`src/rtl/blob_tracker_pkg.sv`:
```
// Shared types and helpers for the blob extent tracker: FSM state encoding,
// width helpers and accumulator reset patterns.
package blob_tracker_pkg;

    typedef enum logic [2:0] {
        ST_IDLE  = 3'd0,
        ST_LOAD  = 3'd1,
        ST_DIV   = 3'd2,
        ST_STORE = 3'd3,
        ST_DONE  = 3'd4
    } state_e;

    // Min trackers start high so the first hit always wins; max trackers start low.
    localparam logic [31:0] MIN_RST = 32'hFFFF_FFFF;
    localparam logic [31:0] MAX_RST = 32'h0000_0000;

    function automatic int cls_w(input int n);
        return (n <= 2) ? 1 : $clog2(n);
    endfunction

    function automatic int sum_w(input int coord_w, input int cnt_w);
        return coord_w + cnt_w;
    endfunction

endpackage

```
`src/rtl/blob_seq_divider.sv`:
```
// Restoring divider, one quotient bit per cycle; quotient only.
// 'len' selects how many dividend bits are significant (LSB-aligned), giving len cycles.
module blob_seq_divider #(
    parameter int DW = 29,
    parameter int VW = 19,
    parameter int LW = $clog2(DW + 1)
) (
    input  logic          clk,
    input  logic          rst_n,
    input  logic          start,
    input  logic [LW-1:0] len,
    input  logic [DW-1:0] dividend,
    input  logic [VW-1:0] divisor,
    output logic          done,
    output logic [DW-1:0] quotient
);

    logic [VW-1:0] r_rem;
    logic [DW-1:0] r_quo;
    logic [LW-1:0] r_cnt;
    logic [VW:0]   w_shift;
    logic [VW-1:0] w_sub;
    logic          w_ge;

    assign w_shift  = {r_rem, r_quo[DW-1]};
    assign w_ge     = (w_shift >= {1'b0, divisor});
    // Remainder after a successful subtract is below divisor, so VW-bit wraparound is exact.
    assign w_sub    = w_shift[VW-1:0] - divisor;
    assign done     = (r_cnt == LW'(1));
    assign quotient = r_quo;

    always_ff @(posedge clk or negedge rst_n) begin
        if (!rst_n) begin
            r_rem <= '0;
            r_quo <= '0;
            r_cnt <= '0;
        end else if (start) begin
            r_rem <= '0;
            r_quo <= dividend << (LW'(DW) - len);
            r_cnt <= len;
        end else if (r_cnt != '0) begin
            r_rem <= w_ge ? w_sub : w_shift[VW-1:0];
            r_quo <= {r_quo[DW-2:0], w_ge};
            r_cnt <= r_cnt - LW'(1);
        end
    end

endmodule

```
`src/rtl/blob_extent_tracker.sv`:
```
// Per-class bounding box, pixel count and centroid of binarised objects per frame.
// Optional ROI gating when BLOB_TRACKER_ROI_EN is defined.
module blob_extent_tracker
    import blob_tracker_pkg::*;
#(
    parameter int NUM_CH  = 2,
    parameter int XW      = 10,
    parameter int YW      = 10,
    parameter int CNT_W   = 19,
    parameter int MIN_PIX = 16
) (
    input  logic                      clk,
    input  logic                      rst_n,
`ifdef BLOB_TRACKER_ROI_EN
    input  logic [XW-1:0]             roi_x0,
    input  logic [XW-1:0]             roi_x1,
    input  logic [YW-1:0]             roi_y0,
    input  logic [YW-1:0]             roi_y1,
`endif
    input  logic                      frame_start,
    input  logic                      pix_valid,
    input  logic                      pix_hit,
    input  logic [cls_w(NUM_CH)-1:0]  pix_class,
    input  logic [XW-1:0]             pix_x,
    input  logic [YW-1:0]             pix_y,
    output logic [NUM_CH*XW-1:0]      xmin_o,
    output logic [NUM_CH*XW-1:0]      xmax_o,
    output logic [NUM_CH*YW-1:0]      ymin_o,
    output logic [NUM_CH*YW-1:0]      ymax_o,
    output logic [NUM_CH*XW-1:0]      cx_o,
    output logic [NUM_CH*YW-1:0]      cy_o,
    output logic [NUM_CH*CNT_W-1:0]   count_o,
    output logic [NUM_CH-1:0]         found_o,
    output logic                      res_valid,
    output logic                      busy,
    output logic                      overrun
);

    localparam int CW  = cls_w(NUM_CH);
    localparam int SXW = sum_w(XW, CNT_W);
    localparam int SYW = sum_w(YW, CNT_W);
    localparam int DW  = (SXW > SYW) ? SXW : SYW;
    localparam int LW  = $clog2(DW + 1);
    localparam logic [CNT_W-1:0] CNT_MAX = '1;

    logic [XW-1:0]    r_acc_xmin [NUM_CH], r_acc_xmax [NUM_CH];
    logic [YW-1:0]    r_acc_ymin [NUM_CH], r_acc_ymax [NUM_CH];
    logic [CNT_W-1:0] r_acc_cnt  [NUM_CH];
    logic [SXW-1:0]   r_acc_sx   [NUM_CH];
    logic [SYW-1:0]   r_acc_sy   [NUM_CH];

    logic [XW-1:0]    r_snp_xmin [NUM_CH], r_snp_xmax [NUM_CH];
    logic [YW-1:0]    r_snp_ymin [NUM_CH], r_snp_ymax [NUM_CH];
    logic [CNT_W-1:0] r_snp_cnt  [NUM_CH];
    logic [SXW-1:0]   r_snp_sx   [NUM_CH];
    logic [SYW-1:0]   r_snp_sy   [NUM_CH];

    logic [XW-1:0]    r_res_cx   [NUM_CH];
    logic [YW-1:0]    r_res_cy   [NUM_CH];

    state_e           r_state;
    logic [CW-1:0]    r_ch;
    logic             r_op;
    logic             r_res_valid;
    logic             r_overrun;

    logic             w_in_roi;
    logic             w_hit;
    logic [NUM_CH-1:0] w_sel;
    logic [NUM_CH-1:0] w_ok;
    logic             w_empty;
    logic             w_div_start;
    logic             w_div_done;
    logic [DW-1:0]    w_dividend;
    logic [LW-1:0]    w_len;
    logic [DW-1:0]    w_quo;

`ifdef BLOB_TRACKER_ROI_EN
    logic [XW-1:0] r_roi_x0, r_roi_x1;
    logic [YW-1:0] r_roi_y0, r_roi_y1;
    logic [XW-1:0] w_rx0, w_rx1;
    logic [YW-1:0] w_ry0, w_ry1;

    // The pixel coincident with frame_start already belongs to the new window.
    assign w_rx0 = frame_start ? roi_x0 : r_roi_x0;
    assign w_rx1 = frame_start ? roi_x1 : r_roi_x1;
    assign w_ry0 = frame_start ? roi_y0 : r_roi_y0;
    assign w_ry1 = frame_start ? roi_y1 : r_roi_y1;
    assign w_in_roi = (pix_x >= w_rx0) && (pix_x <= w_rx1) &&
                      (pix_y >= w_ry0) && (pix_y <= w_ry1);

    always_ff @(posedge clk or negedge rst_n) begin
        if (!rst_n) begin
            r_roi_x0 <= '0;
            r_roi_x1 <= '0;
            r_roi_y0 <= '0;
            r_roi_y1 <= '0;
        end else if (frame_start) begin
            r_roi_x0 <= roi_x0;
            r_roi_x1 <= roi_x1;
            r_roi_y0 <= roi_y0;
            r_roi_y1 <= roi_y1;
        end
    end
`else
    assign w_in_roi = 1'b1;
`endif

    assign w_hit = pix_valid && pix_hit && w_in_roi;

    always_comb begin
        w_sel = '0;
        w_ok  = '0;
        for (int c = 0; c < NUM_CH; c++) begin
            w_sel[c] = w_hit && (pix_class == CW'(c));
            w_ok[c]  = (r_snp_cnt[c] != '0) && (r_snp_cnt[c] >= CNT_W'(MIN_PIX));
        end
    end

    always_ff @(posedge clk or negedge rst_n) begin
        if (!rst_n) begin
            for (int c = 0; c < NUM_CH; c++) begin
                r_acc_xmin[c] <= XW'(MIN_RST);
                r_acc_xmax[c] <= XW'(MAX_RST);
                r_acc_ymin[c] <= YW'(MIN_RST);
                r_acc_ymax[c] <= YW'(MAX_RST);
                r_acc_cnt[c]  <= '0;
                r_acc_sx[c]   <= '0;
                r_acc_sy[c]   <= '0;
                r_snp_xmin[c] <= XW'(MIN_RST);
                r_snp_xmax[c] <= XW'(MAX_RST);
                r_snp_ymin[c] <= YW'(MIN_RST);
                r_snp_ymax[c] <= YW'(MAX_RST);
                r_snp_cnt[c]  <= '0;
                r_snp_sx[c]   <= '0;
                r_snp_sy[c]   <= '0;
            end
        end else begin
            for (int c = 0; c < NUM_CH; c++) begin
                if (frame_start) begin
                    r_snp_xmin[c] <= r_acc_xmin[c];
                    r_snp_xmax[c] <= r_acc_xmax[c];
                    r_snp_ymin[c] <= r_acc_ymin[c];
                    r_snp_ymax[c] <= r_acc_ymax[c];
                    r_snp_cnt[c]  <= r_acc_cnt[c];
                    r_snp_sx[c]   <= r_acc_sx[c];
                    r_snp_sy[c]   <= r_acc_sy[c];
                    r_acc_xmin[c] <= w_sel[c] ? pix_x : XW'(MIN_RST);
                    r_acc_xmax[c] <= w_sel[c] ? pix_x : XW'(MAX_RST);
                    r_acc_ymin[c] <= w_sel[c] ? pix_y : YW'(MIN_RST);
                    r_acc_ymax[c] <= w_sel[c] ? pix_y : YW'(MAX_RST);
                    r_acc_cnt[c]  <= w_sel[c] ? CNT_W'(1) : '0;
                    r_acc_sx[c]   <= w_sel[c] ? SXW'(pix_x) : '0;
                    r_acc_sy[c]   <= w_sel[c] ? SYW'(pix_y) : '0;
                end else if (w_sel[c]) begin
                    if (pix_x < r_acc_xmin[c]) r_acc_xmin[c] <= pix_x;
                    if (pix_x > r_acc_xmax[c]) r_acc_xmax[c] <= pix_x;
                    if (pix_y < r_acc_ymin[c]) r_acc_ymin[c] <= pix_y;
                    if (pix_y > r_acc_ymax[c]) r_acc_ymax[c] <= pix_y;
                    // Freezing sums with the count keeps sum/count a valid mean.
                    if (r_acc_cnt[c] != CNT_MAX) begin
                        r_acc_cnt[c] <= r_acc_cnt[c] + CNT_W'(1);
                        r_acc_sx[c]  <= r_acc_sx[c] + SXW'(pix_x);
                        r_acc_sy[c]  <= r_acc_sy[c] + SYW'(pix_y);
                    end
                end
            end
        end
    end

    assign w_empty     = (r_snp_cnt[r_ch] == '0);
    assign w_div_start = (r_state == ST_LOAD) && !w_empty && !frame_start;
    assign w_dividend  = r_op ? DW'(r_snp_sy[r_ch]) : DW'(r_snp_sx[r_ch]);
    assign w_len       = r_op ? LW'(SYW) : LW'(SXW);

    blob_seq_divider #(
        .DW (DW),
        .VW (CNT_W),
        .LW (LW)
    ) u_div (
        .clk      (clk),
        .rst_n    (rst_n),
        .start    (w_div_start),
        .len      (w_len),
        .dividend (w_dividend),
        .divisor  (r_snp_cnt[r_ch]),
        .done     (w_div_done),
        .quotient (w_quo)
    );

    always_ff @(posedge clk or negedge rst_n) begin
        if (!rst_n) begin
            r_state <= ST_IDLE;
            r_ch    <= '0;
            r_op    <= 1'b0;
            for (int c = 0; c < NUM_CH; c++) begin
                r_res_cx[c] <= '0;
                r_res_cy[c] <= '0;
            end
        end else if (frame_start) begin
            r_state <= ST_LOAD;
            r_ch    <= '0;
            r_op    <= 1'b0;
        end else begin
            case (r_state)
                ST_LOAD:  r_state <= w_empty ? ST_STORE : ST_DIV;
                ST_DIV:   if (w_div_done) r_state <= ST_STORE;
                ST_STORE: begin
                    if (w_empty) begin
                        r_res_cx[r_ch] <= '0;
                        r_res_cy[r_ch] <= '0;
                    end else if (!r_op) begin
                        r_res_cx[r_ch] <= XW'(w_quo);
                    end else begin
                        r_res_cy[r_ch] <= YW'(w_quo);
                    end
                    // An empty channel resolves both operands in a single STORE.
                    if (w_empty || r_op) begin
                        r_op <= 1'b0;
                        if (r_ch == CW'(NUM_CH - 1)) begin
                            r_state <= ST_DONE;
                        end else begin
                            r_ch    <= r_ch + CW'(1);
                            r_state <= ST_LOAD;
                        end
                    end else begin
                        r_op    <= 1'b1;
                        r_state <= ST_LOAD;
                    end
                end
                ST_DONE:  r_state <= ST_IDLE;
                default:  r_state <= ST_IDLE;
            endcase
        end
    end

    always_ff @(posedge clk or negedge rst_n) begin
        if (!rst_n) begin
            xmin_o      <= '0;
            xmax_o      <= '0;
            ymin_o      <= '0;
            ymax_o      <= '0;
            cx_o        <= '0;
            cy_o        <= '0;
            count_o     <= '0;
            found_o     <= '0;
            r_res_valid <= 1'b0;
            r_overrun   <= 1'b0;
        end else begin
            r_overrun   <= frame_start && (r_state != ST_IDLE);
            r_res_valid <= (r_state == ST_DONE) && !frame_start;
            if ((r_state == ST_DONE) && !frame_start) begin
                for (int c = 0; c < NUM_CH; c++) begin
                    xmin_o[c*XW +: XW]       <= w_ok[c] ? r_snp_xmin[c] : '0;
                    xmax_o[c*XW +: XW]       <= w_ok[c] ? r_snp_xmax[c] : '0;
                    ymin_o[c*YW +: YW]       <= w_ok[c] ? r_snp_ymin[c] : '0;
                    ymax_o[c*YW +: YW]       <= w_ok[c] ? r_snp_ymax[c] : '0;
                    cx_o[c*XW +: XW]         <= w_ok[c] ? r_res_cx[c]   : '0;
                    cy_o[c*YW +: YW]         <= w_ok[c] ? r_res_cy[c]   : '0;
                    count_o[c*CNT_W +: CNT_W] <= r_snp_cnt[c];
                    found_o[c]               <= w_ok[c];
                end
            end
        end
    end

    assign res_valid = r_res_valid;
    assign overrun   = r_overrun;
    assign busy      = (r_state != ST_IDLE);

endmodule

```
`config.mk`:
```
export PLATFORM = sky130hd
export DESIGN_NAME = blob_extent_tracker
export DESIGN_NICKNAME = d
export VERILOG_FILES = /design/src/rtl/blob_tracker_pkg.sv /design/src/rtl/blob_seq_divider.sv /design/src/rtl/blob_extent_tracker.sv
export SDC_FILE = /design/constraint.sdc
export NUM_CORES = 1
export LEC_CHECK = 0
export ABC_AREA = 1
export CORE_ASPECT_RATIO = 1.75
export CORE_MARGIN = 1
export CORE_UTILIZATION = 42
export CTS_CLUSTER_SIZE = 16
export DETAILED_ROUTE_END_ITERATION = 10
export PLACE_DENSITY = 0.68
export SYNTH_ARGS = -nofsm -noshare
export SYNTH_HDL_FRONTEND = slang
export SYNTH_SLANG_ARGS = --single-unit
export TNS_END_PERCENT = 10
```
`constraint.sdc`:
```
create_clock -name clk -period 7.5 [get_ports clk]
set_input_delay 1.5 -clock clk [delete_from_list [all_inputs] [get_ports clk]]
set_output_delay 1.5 -clock clk [all_outputs]
set_load 0.05 [all_outputs]
```
## After elaboration in Yosys (flattened, before gate mapping)

Cells that the tools add are included.

| storage, ports and cells | value |
|---|---|
| output and inout bits | 163 |
| bits in latches | 0 |
| bits of input ports | 26 |
| register bits after elaboration | 728 |
| memories kept | 0 |
| logic and storage cells | 238 |
| ROM bits | 0 |
| RAM bits | 0 |

| operators by class | value |
|---|---|
| reductions and logical operators | 47 |
| $add $sub $neg | 9 |
| equality and inequality tests | 9 |
| shift operators | 0 |
| multiply operators | 0 |
| mux-type cells | 106 |
| bitwise gates (word level) | 6 |
| $lt $le $gt $ge | 13 |
| div/mod/pow operators | 0 |

Operator list:

| cell | count |
|---|---|
| $mux W29 | 21 |
| $mux W10 | 49 |
| $mux W19 | 12 |
| $add A29 B10 Y29 | 4 |
| $mux W20 | 4 |
| $and A20 B20 Y20 | 2 |
| $bwmux W20 | 2 |
| $gt A10 B10 Y1 | 4 |
| $lt A10 B10 Y1 | 4 |
| $add A19 B1 Y19 const B | 2 |
| $ge A19 B5 Y1 const B | 2 |
| $ne A19 B19 Y1 const B | 2 |
| $reduce_bool A19 Y1 | 2 |
| $reduce_bool A2 Y1 | 16 |
| $reduce_and A2 Y1 | 11 |
| $ge A20 B19 Y1 | 1 |
| $not A20 Y20 | 1 |
| $logic_not A19 Y1 | 1 |
| $sub A19 B19 Y19 | 1 |
| $mux W3 | 4 |
| $demux W10 S1 | 1 |
| $logic_and A1 B1 Y1 | 10 |
| $mux W1 | 10 |
| $mux W5 | 2 |
| other kinds (18) | 22 |

## Depth between registers and ports, before layout

Gate-level depths: netlist (run 1).

| logic depth | value |
|---|---|
| depth after elaboration | 9 |
| mapped depth | 19 |
| depth with buffers taken out | 17 |

## By module

Synthesis (run 1) repeated with hierarchy kept, for this count alone.

| second synthesis, totals | value |
|---|---|
| cell total of the unflattened synthesis | 5225 |
| area total of the unflattened synthesis | 39381.5 um^2 |

Modules (own cells, without submodules):

| module | cells an instance | area an instance (um^2) | times used | sequential area each (um^2) |
|---|---|---|---|---|
| blob_extent_tracker | 4356 | 34022.6 | 1 | 16991.3 |
| blob_seq_divider | 869 | 5358.9 | 1 | 1326.3 |

## Worst setup path after synthesis (run 1)

No wires, ideal clock.

| timing | value |
|---|---|
| path type | input -> register |
| from | input pix_y[0] |
| to | register r_acc_sy[24] in the netlist's numbering |
| buffers on the path | 0 |
| arrival | 2.920 ns |
| setup time | 0.121 ns |
| slack | 4.459 ns |
| data required time | 7.379 ns |
| cell stages on the path | 11 |
| cell sequence | ha_1 -> fa_1 -> nand2_1 -> o21ai_0 -> nand2_1 -> nand2_1 -> nand2_1 -> nand2_1 -> nand3_1 -> o21ai_0 -> nor2_1 |

| on the way | value |
|---|---|
| word-level cells in the longest chain between the ends | 4 |

RTL lines:

| item | line | text |
|---|---|---|
| from (decl) | blob_extent_tracker.sv:25 | `input logic [YW-1:0] pix_y,` |
| $add A29 B10 Y29 | blob_extent_tracker.sv:164 | `r_acc_sy[c] <= r_acc_sy[c] + SYW'(pix_y);` |
| $mux W29 | blob_extent_tracker.sv:161 | `if (r_acc_cnt[c] != CNT_MAX) begin` |
| $mux W29 | blob_extent_tracker.sv:155 | `end else if (w_sel[c]) begin` |
| $mux W29 | blob_extent_tracker.sv:140 | `if (frame_start) begin` |
| to (signal, indexed assignment) | blob_extent_tracker.sv:154 | `r_acc_sy[c] <= w_sel[c] ? SYW'(pix_y) : '0;` |
| to (signal, indexed assignment) | blob_extent_tracker.sv:164 |  |
| to (decl) | blob_extent_tracker.sv:50 | `logic [SYW-1:0] r_acc_sy [NUM_CH];` |

Every way passes these cells. The select of a mux whose other input is x is not followed.
A chain may end at the register's enable or synchronous reset.

## Worst setup path after layout (run 1)

| timing | value |
|---|---|
| from | register r_ch |
| to | register u_div.r_rem[1] |

| on the way | value |
|---|---|
| word-level cells in the longest chain between the ends | 9 |
| elaborated cells between the ends (all ways) | 14 |
| classes of those cells | 1 x add/sub; 1 x order compare; 6 x mux; 1 x bitwise; 5 x reduce/logical |

RTL lines:

| item | line | text |
|---|---|---|
| from (decl) | blob_extent_tracker.sv:62 | `logic [CW-1:0] r_ch;` |
| from (signal assigned) | blob_extent_tracker.sv:223 | `r_ch <= r_ch + CW'(1);` |
| $not A1 Y2 (implied by the code) (*) | blob_extent_tracker.sv:171, blob_extent_tracker.sv:186 |  |
| $mux W19 (implied by the code) (*) (3 in a row) | blob_extent_tracker.sv:171, blob_extent_tracker.sv:186 |  |
| branches (longest 5 deep; another with $sub A19 B19 Y19) | n/a |  |
| to (signal assigned) | blob_seq_divider.sv:42 | `r_rem <= w_ge ? w_sub : w_shift[VW-1:0];` |
| to (decl) | blob_seq_divider.sv:18 | `logic [VW-1:0] r_rem;` |

Mark *: on every way between the ends. The select of a mux whose other input is x is not followed.

==> results of run 1 <==
==> how the worst max path moves through the flow <==
stage	endpoint	slack, ps	cells after the start
6_report	u_div.r_rem[1]$_DFFE_PN0P_	3160	13
5_1_grt	u_div.r_rem[10]$_DFFE_PN0P_	2760	14
4_1_cts	u_div.r_rem[2]$_DFFE_PN0P_	3260	16
3_5_place_dp	r_acc_xmax[3]$_DFFE_PN0P_	2690	10
3_3_place_gp	r_acc_xmax[3]$_DFFE_PN0P_	2800	10
2_1_floorplan	r_acc_sy[24]$_DFFE_PN0P_	4460	11
==> cell families (layout without fill, tap and decap cells) <==
group / count (synthesis) / count (layout)
AO/OA/AOI/OAI: 886 / 886
XOR/XNOR: 18 / 18
adder cells (fa/ha/maj): 146 / 146
buffers and inverters: 726 / 862
flip-flops: 728 / 728
AND/OR/NAND/NOR: 2426 / 2426
==> cells in the mapped netlist, types with 5 or more instances <==
| master | number |
|---|---|
| nor3_1 | 55 |
| o21a_1 | 7 |
| buf_4 | 6 |
| buf_1 | 19 |
| nand4_1 | 73 |
| nand3_1 | 382 |
| buf_6 | 8 |
| nor2_1 | 334 |
| nor4_1 | 11 |
| o21ai_1 | 11 |
| nand2_2 | 6 |
| o21ai_0 | 532 |
| a21oi_1 | 249 |
| fa_1 | 5 |
| xor2_1 | 7 |
| nand3b_1 | 10 |
| o211ai_1 | 32 |
| o2111ai_1 | 6 |
| a21o_1 | 6 |
| a21boi_0 | 5 |
| o21bai_1 | 5 |
| inv_1 | 508 |
| nand2_1 | 1526 |
| o22ai_1 | 12 |
| xnor2_1 | 11 |
| ha_1 | 141 |
| buf_2 | 31 |
| a31oi_1 | 12 |
| dfstp_2 | 80 |
| or2_2 | 8 |
| nor3b_1 | 7 |
| clkbuf_1 | 149 |
| dfrtp_1 | 648 |
==> sequential cells by signal (all words and copies together), names as in the netlist, 29 cells and up <==
register,cells
r_snp_cnt,38
r_acc_cnt,38
r_snp_sy,58
u_div.quotient,29
r_acc_sy,58
r_acc_sx,58
count_o,38
r_snp_sx,58
==> critical path, cell delays in order, from the launching register on <==
cell and delay, ps:
dfrtp_2 580, inv_4 460, nand2_1 100, nand2_1 100, inv_1 90, ha_1 360, nand2_1 170, nor2_1 80
and2_1 150, nor2_1 720, nand2_1 880, nand2_1 270, nand3_1 90, o21ai_0 140
==> stage by stage <==
stage                     total power, mW  std cells  util [%]  cell area (µm²)  setup slack (ps)
after floorplan                      7.05       4930         -            37900              4460
after global placement               7.99       6121      45.6            40700              2800
after detailed placement             8.06       6121      45.6            40700              2690
after CTS                            11.6       6242      48.1            42900              3260
after global routing                 12.2       6242      48.1            42900              2760
final                                11.5       6242      48.1            42900              3160
==> per-layer routing <==
metal | GRT usage, % | wire length, µm
met3 | 3.29 | 4950
met1 | 28.9 | 44800
met5 | 0 | 8
met4 | 17.1 | 8120
met2 | 44.9 | 57600
==> cell type report <==
cell class | count | area share, %
inverter | 513 | 4.51
clock buffer | 100 | 4.74
timing repair buffer | 228 | 5.22
sequential | 728 | 42.7
multi-input combinational | 3476 | 39.0
tap | 1176 | 3.43
clock inverter | 21 | 0.402
==> where the power goes <==
group          switching, mW  internal [mW]  total, mW
sequential             0.354           4.47       4.82
combinational           2.20           1.00       3.21
clock                   1.57           1.93       3.49
total                   4.12           7.40       11.5
==> impl_metrics.py, run 1 <==
metrics = {
    "finish": {
        "layout_common_cells": "nand2_1, dfrtp_1, o21ai_0, inv_1, nand3_1",
        "num-fill-cells": 8755,
        "drive_above_1_share_pct": 5.25,
        "seqCellArea_mm2": 0.0183,
        "antennaDiodeCount": 0,
        "multi_input_area_mm2": 0.0168,
        "layout_commonest_cell": "nand2_1",
        "syn_to_final_growth_pct": 13.3,
        "num-nets-final": 5186,
    },
    "synth": {
        "synthCells": 4930,
        "ys_seq_area_share_pct": 48.4,
        "synth_compound_area_share_pct": 12.3,
        "synth_top_family_by_area": "simple AND/OR/NAND/NOR gates",
        "syn-num-nets": 5102,
        "yosys_warnings": 0,
        "synth_cell_types": 50,
        "synth-xor-area-share_pct": 0.416,
        "synthSimpleGateAreaFrac_pct": 26.5,
        "async_reset_ff_share_pct": 100,
        "syn_area_per_cell_um2": 7.68,
        "synth_mux_area_share_pct": 0,
        "ys_ff_latch": 728,
        "synthAdderAreaFrac_pct": 4.92,
        "synth_top_cell_by_area": "dfrtp_1",
        "ys.flop_type": "dfrtp_1",
        "synth_area_leaders": "dfrtp_1, nand2_1, o21ai_0",
        "syn-cell-area_mm2": 0.0379,
        "synth-edff-count": 0,
        "yosys.area.top_type_share_pct": 42.8,
    },
    "route": {
        "drt_iter0_drc": 2523,
        "drc": 1,
        "avgRoutedWirePerCell_um": 18.5,
        "num_vias": 33238,
        "wl_mm": 115,
        "dr.pass1.iters": 9,
        "routed_via_density": 5.32,
        "drtAntennaViolNets": 0,
    },
    "worst_setup_path": {
        "timing.reg2reg.setup_slack_ps": 3160,
        "cp.required_ps": 8050,
        "r2r_start": "r_ch$_DFFE_PN0P_",
        "cp-start-kind": "flop",
        "crit_fanout": 40,
        "endpoint_kind": "flop",
        "crit_type": "flop to flop",
        "r2r-end": "u_div.r_rem[1]$_DFFE_PN0P_",
        "cp-startpoint": "r_ch$_DFFE_PN0P_",
        "worstRegToRegCells": 13,
        "arrival_ps": 4880,
    },
    "sta": {
        "tightest_slew_ps": 1160,
        "fmax_mhz": 231,
        "setup_violations": 0,
        "relSlewSlack_pct": 22.2,
        "period_share_pct": 57.8,
        "hold_ws_ps": 467,
        "hold_violations": 0,
        "fin_tns_setup_ps": 0,
        "min_period_ps": 4340,
        "drv_slew": 0,
        "fin_skew_ps": 23.8,
        "grt_setup_unrepaired": "no",
    },
    "place": {
        "port_buffers": 188,
        "globalplace.congestion": 0.948,
        "place_hpwl_mm": 82.7,
    },
    "global_route": {
        "grt_start_max_net_pins": 182,
        "grt_pass1_vias": 32769,
        "grt_remaining_overflow": 0,
        "grt_pass1_wl_mm": 182,
        "antenna_found_initial": 1,
        "grt_usage_pct": 25.5,
    },
    "die": {
        "core_region_area_mm2": 0.0893,
        "die_x_um": 229,
        "die_area_mm2": 0.0915,
        "num_rows": 145,
        "ios": 189,
        "fp.dieH_um": 399,
        "start_util_pct": 42.4,
    },
    "min_path": {
        "hp-class": "flop to flop",
        "min_to": "r_snp_sx[18]$_DFFE_PN0P_",
        "hp-start": "r_snp_sx[18]$_DFFE_PN0P_",
        "worst_hold_path.num_cells": 2,
    },
    "run_status": {
        "status": "complete, but fails checks",
        "violations": "design-rule violations",
    },
    "power": {
        "power_leakage_nw": 20.6,
        "power_density_mw_per_mm2": 268,
        "max-vdd-ir-drop_uv": 158,
    },
    "clocking": {
        "clock_tree.buffer_depth": 3,
        "clkLatencyLatePin_ps": 650,
        "cts.root.buffer_cell": "clkbuf_16",
        "cts.reportedPaths.clkPinSlew_ps": 70,
        "cts_buffers": 67,
        "post_cts_resized": 0,
        "hold_buffers": 0,
        "cts_setup_buffers": 0,
        "cts_htree_levels": 3,
        "cts_tree": "done",
        "cts.sinks": 728,
    },
    "run": {
        "drv_cap": 0,
    },
}
No activity file was read; power rests on OpenSTA's default activity.
==> run 2, diff against run 1 <==
--- a/config.mk
+++ b/config.mk
@@ -11,7 +11,7 @@
 export CORE_UTILIZATION = 42
 export CTS_CLUSTER_SIZE = 16
 export DETAILED_ROUTE_END_ITERATION = 10
-export PLACE_DENSITY = 0.68
+export PLACE_DENSITY = 0.7
 export SYNTH_ARGS = -nofsm -noshare
 export SYNTH_HDL_FRONTEND = slang
 export SYNTH_SLANG_ARGS = --single-unit
==> constraint.sdc (replaced) <==
create_clock -name clk -period 3.88 [get_ports clk]
set_input_delay 0.776 -clock clk [delete_from_list [all_inputs] [get_ports clk]]
set_output_delay 0.776 -clock clk [all_outputs]
set_load 0.05 [all_outputs]
==> run 2 against run 1 <==
Net effect: the run now ends clean; core utilization grew 0.58 points; sequential share of layout area down 0.51 points; critical endpoint is now r_acc_ymax[17]$_DFFE_PN0P_; largest power group unchanged; global-route usage shrank 0.66 points; via count increased by 0.96%; largest cell class unchanged; critical path type is now primary input to flop; highest routed layer unchanged; power grew 96%.
==> impl_metrics.py, run 2 (synthesis gave the netlist of run 1 again) <==
metrics = {
    "place": {
        "post_dp_cell_area_mm2": 0.0411,
        "dp_cells": 6159,
        "pre_cts_slack_ps": -235,
        "globalplace.congestion": 0.964,
        "place_hpwl_mm": 82.6,
        "port_buffers": 188,
    },
    "sta": {
        "grt_setup_unrepaired": "no",
        "setup_ws_ps": 347,
        "hold_ws_ps": 101,
        "hold_violations": 0,
        "fmax_mhz": 283,
        "relSlewSlack_pct": 34.2,
        "fin_skew_ps": 18.4,
        "min_period_ps": 3530,
        "setup_violations": 0,
        "drv_slew": 0,
        "tightest_slew_ps": 987,
        "fin_tns_setup_ps": 0,
        "period_share_pct": 91.1,
    },
    "clocking": {
        "cts_buffers": 67,
        "clock_tree.buffer_depth": 3,
        "cts_setup_buffers": 0,
        "hold_buffers": 0,
        "cts.root.buffer_cell": "clkbuf_16",
        "post_cts_resized": 0,
        "cts_tree": "done",
        "cts.reportedPaths.clkPinSlew_ps": 60,
        "cts.sinks": 728,
        "clkLatencyLatePin_ps": 640,
        "cts_htree_levels": 3,
    },
    "route": {
        "wl_met3_mm": 4.79,
        "wl_met1_mm": 43.7,
        "drt_iter0_drc": 2283,
        "wl_met2_mm": 56.3,
        "avgRoutedWirePerCell_um": 18.0,
        "routed_via_density": 5.34,
        "num_vias": 33556,
        "drc": 0,
        "dr.pass1.iters": 6,
        "wl_mm": 113,
        "top_layer": "met5",
        "drtAntennaViolNets": 0,
    },
    "global_route": {
        "grt_pass1_vias": 32365,
        "grt_remaining_overflow": 0,
        "grt_usage_pct": 24.8,
        "grt_start_max_net_pins": 229,
        "grt_pass1_wl_mm": 179,
        "antenna_found_initial": 2,
    },
    "worst_setup_path": {
        "cp-start-kind": "primary input",
        "crit_type": "primary input to flop",
        "cp.required_ps": 4400,
        "endpoint_kind": "flop",
        "arrival_ps": 4060,
        "crit_fanout": 10,
    },
    "finish": {
        "instances_no_fill": 6282,
        "utilization_pct": 48.7,
        "syn_to_final_growth_pct": 14.7,
        "num-nets-final": 5224,
        "drive_above_1_share_pct": 5.94,
        "layout_commonest_cell": "nand2_1",
        "layout_common_cells": "nand2_1, dfrtp_1, o21ai_0, inv_1, nand3_1",
        "stdcell_area_mm2": 0.0434,
    },
    "min_path": {
        "hp-class": "primary input to asynchronous set/reset pin",
    },
    "die": {
        "core_region_area_mm2": 0.0893,
        "start_util_pct": 42.4,
        "die_area_mm2": 0.0915,
        "ios": 189,
        "fp.dieH_um": 399,
        "die_x_um": 229,
        "num_rows": 145,
    },
    "power": {
        "power_leakage_nw": 20.9,
        "power_density_mw_per_mm2": 520,
        "power_mw": 22.6,
        "max-vdd-ir-drop_uv": 278,
    },
    "run_status": {
        "status": "finished clean",
    },
    "run": {
        "drv_cap": 0,
    },
}
## run 2: cell types whose count changed in the layout (fill, tap and decap cells not counted), sizes merged
cell,previous run,this run
clkinv,15,14
inv,516,519
diode,0,3
bufinv,1,7
clkbuf,100,92
clkinvlp,2,1
buf,42,80
## run 2: area by class of cell
class,count,area (µm²)
multi-input combinational,3476,16800
inverter,513,1940
tap,1176,1470
sequential,728,18300
timing repair buffer,266,2670
clock buffer,92,1920
clock inverter,28,372
antenna,3,7.51
fill,8532,45800
## run 2: worst paths after layout
kind | from | endpoint | slack (ps) | cells past startpoint
min in group clk | r_snp_sy[43]$_DFFE_PN0P_ | r_snp_sy[43]$_DFFE_PN0P_ | 470 | 2
max in group asynchronous | rst_n | r_snp_ymin[14]$_DFFE_PN1P_ | 2690 | 2
max | pix_y[9] | r_acc_ymax[17]$_DFFE_PN0P_ | 350 | 10
max reg2reg | r_ch$_DFFE_PN0P_ | u_div.r_rem[2]$_DFFE_PN0P_ | 580 | 17
min | rst_n | r_res_cy[15]$_DFFE_PN0P_ | 100 | 1
min reg2reg | r_snp_sy[43]$_DFFE_PN0P_ | r_snp_sy[43]$_DFFE_PN0P_ | 470 | 2
## run 2: metal layers
metal	track usage, %	vias up
met5	0	-
met4	16.9	2
met3	2.69	323
met2	43.9	1042
met1	28.2	15940
li1	-	16249
## run 2: where the power goes
| part | switching, mW | total, mW | internal (mW) |
|---|---|---|---|
| clock | 3.03 | 7.01 | 3.98 |
| combinational | 4.25 | 6.28 | 2.03 |
| sequential | 0.684 | 9.32 | 8.64 |
| total | 7.97 | 22.6 | 14.6 |
## run 2: critical path, stage by stage
cell and delay (ps):
clkdlybuf4s50_1 780, ha_1 550, nand4_1 120, nor3_1 220, nand3_1 430, nand2_1 490
o21bai_1 200, nand2_1 240, nand2_1 180, nand2_1 60
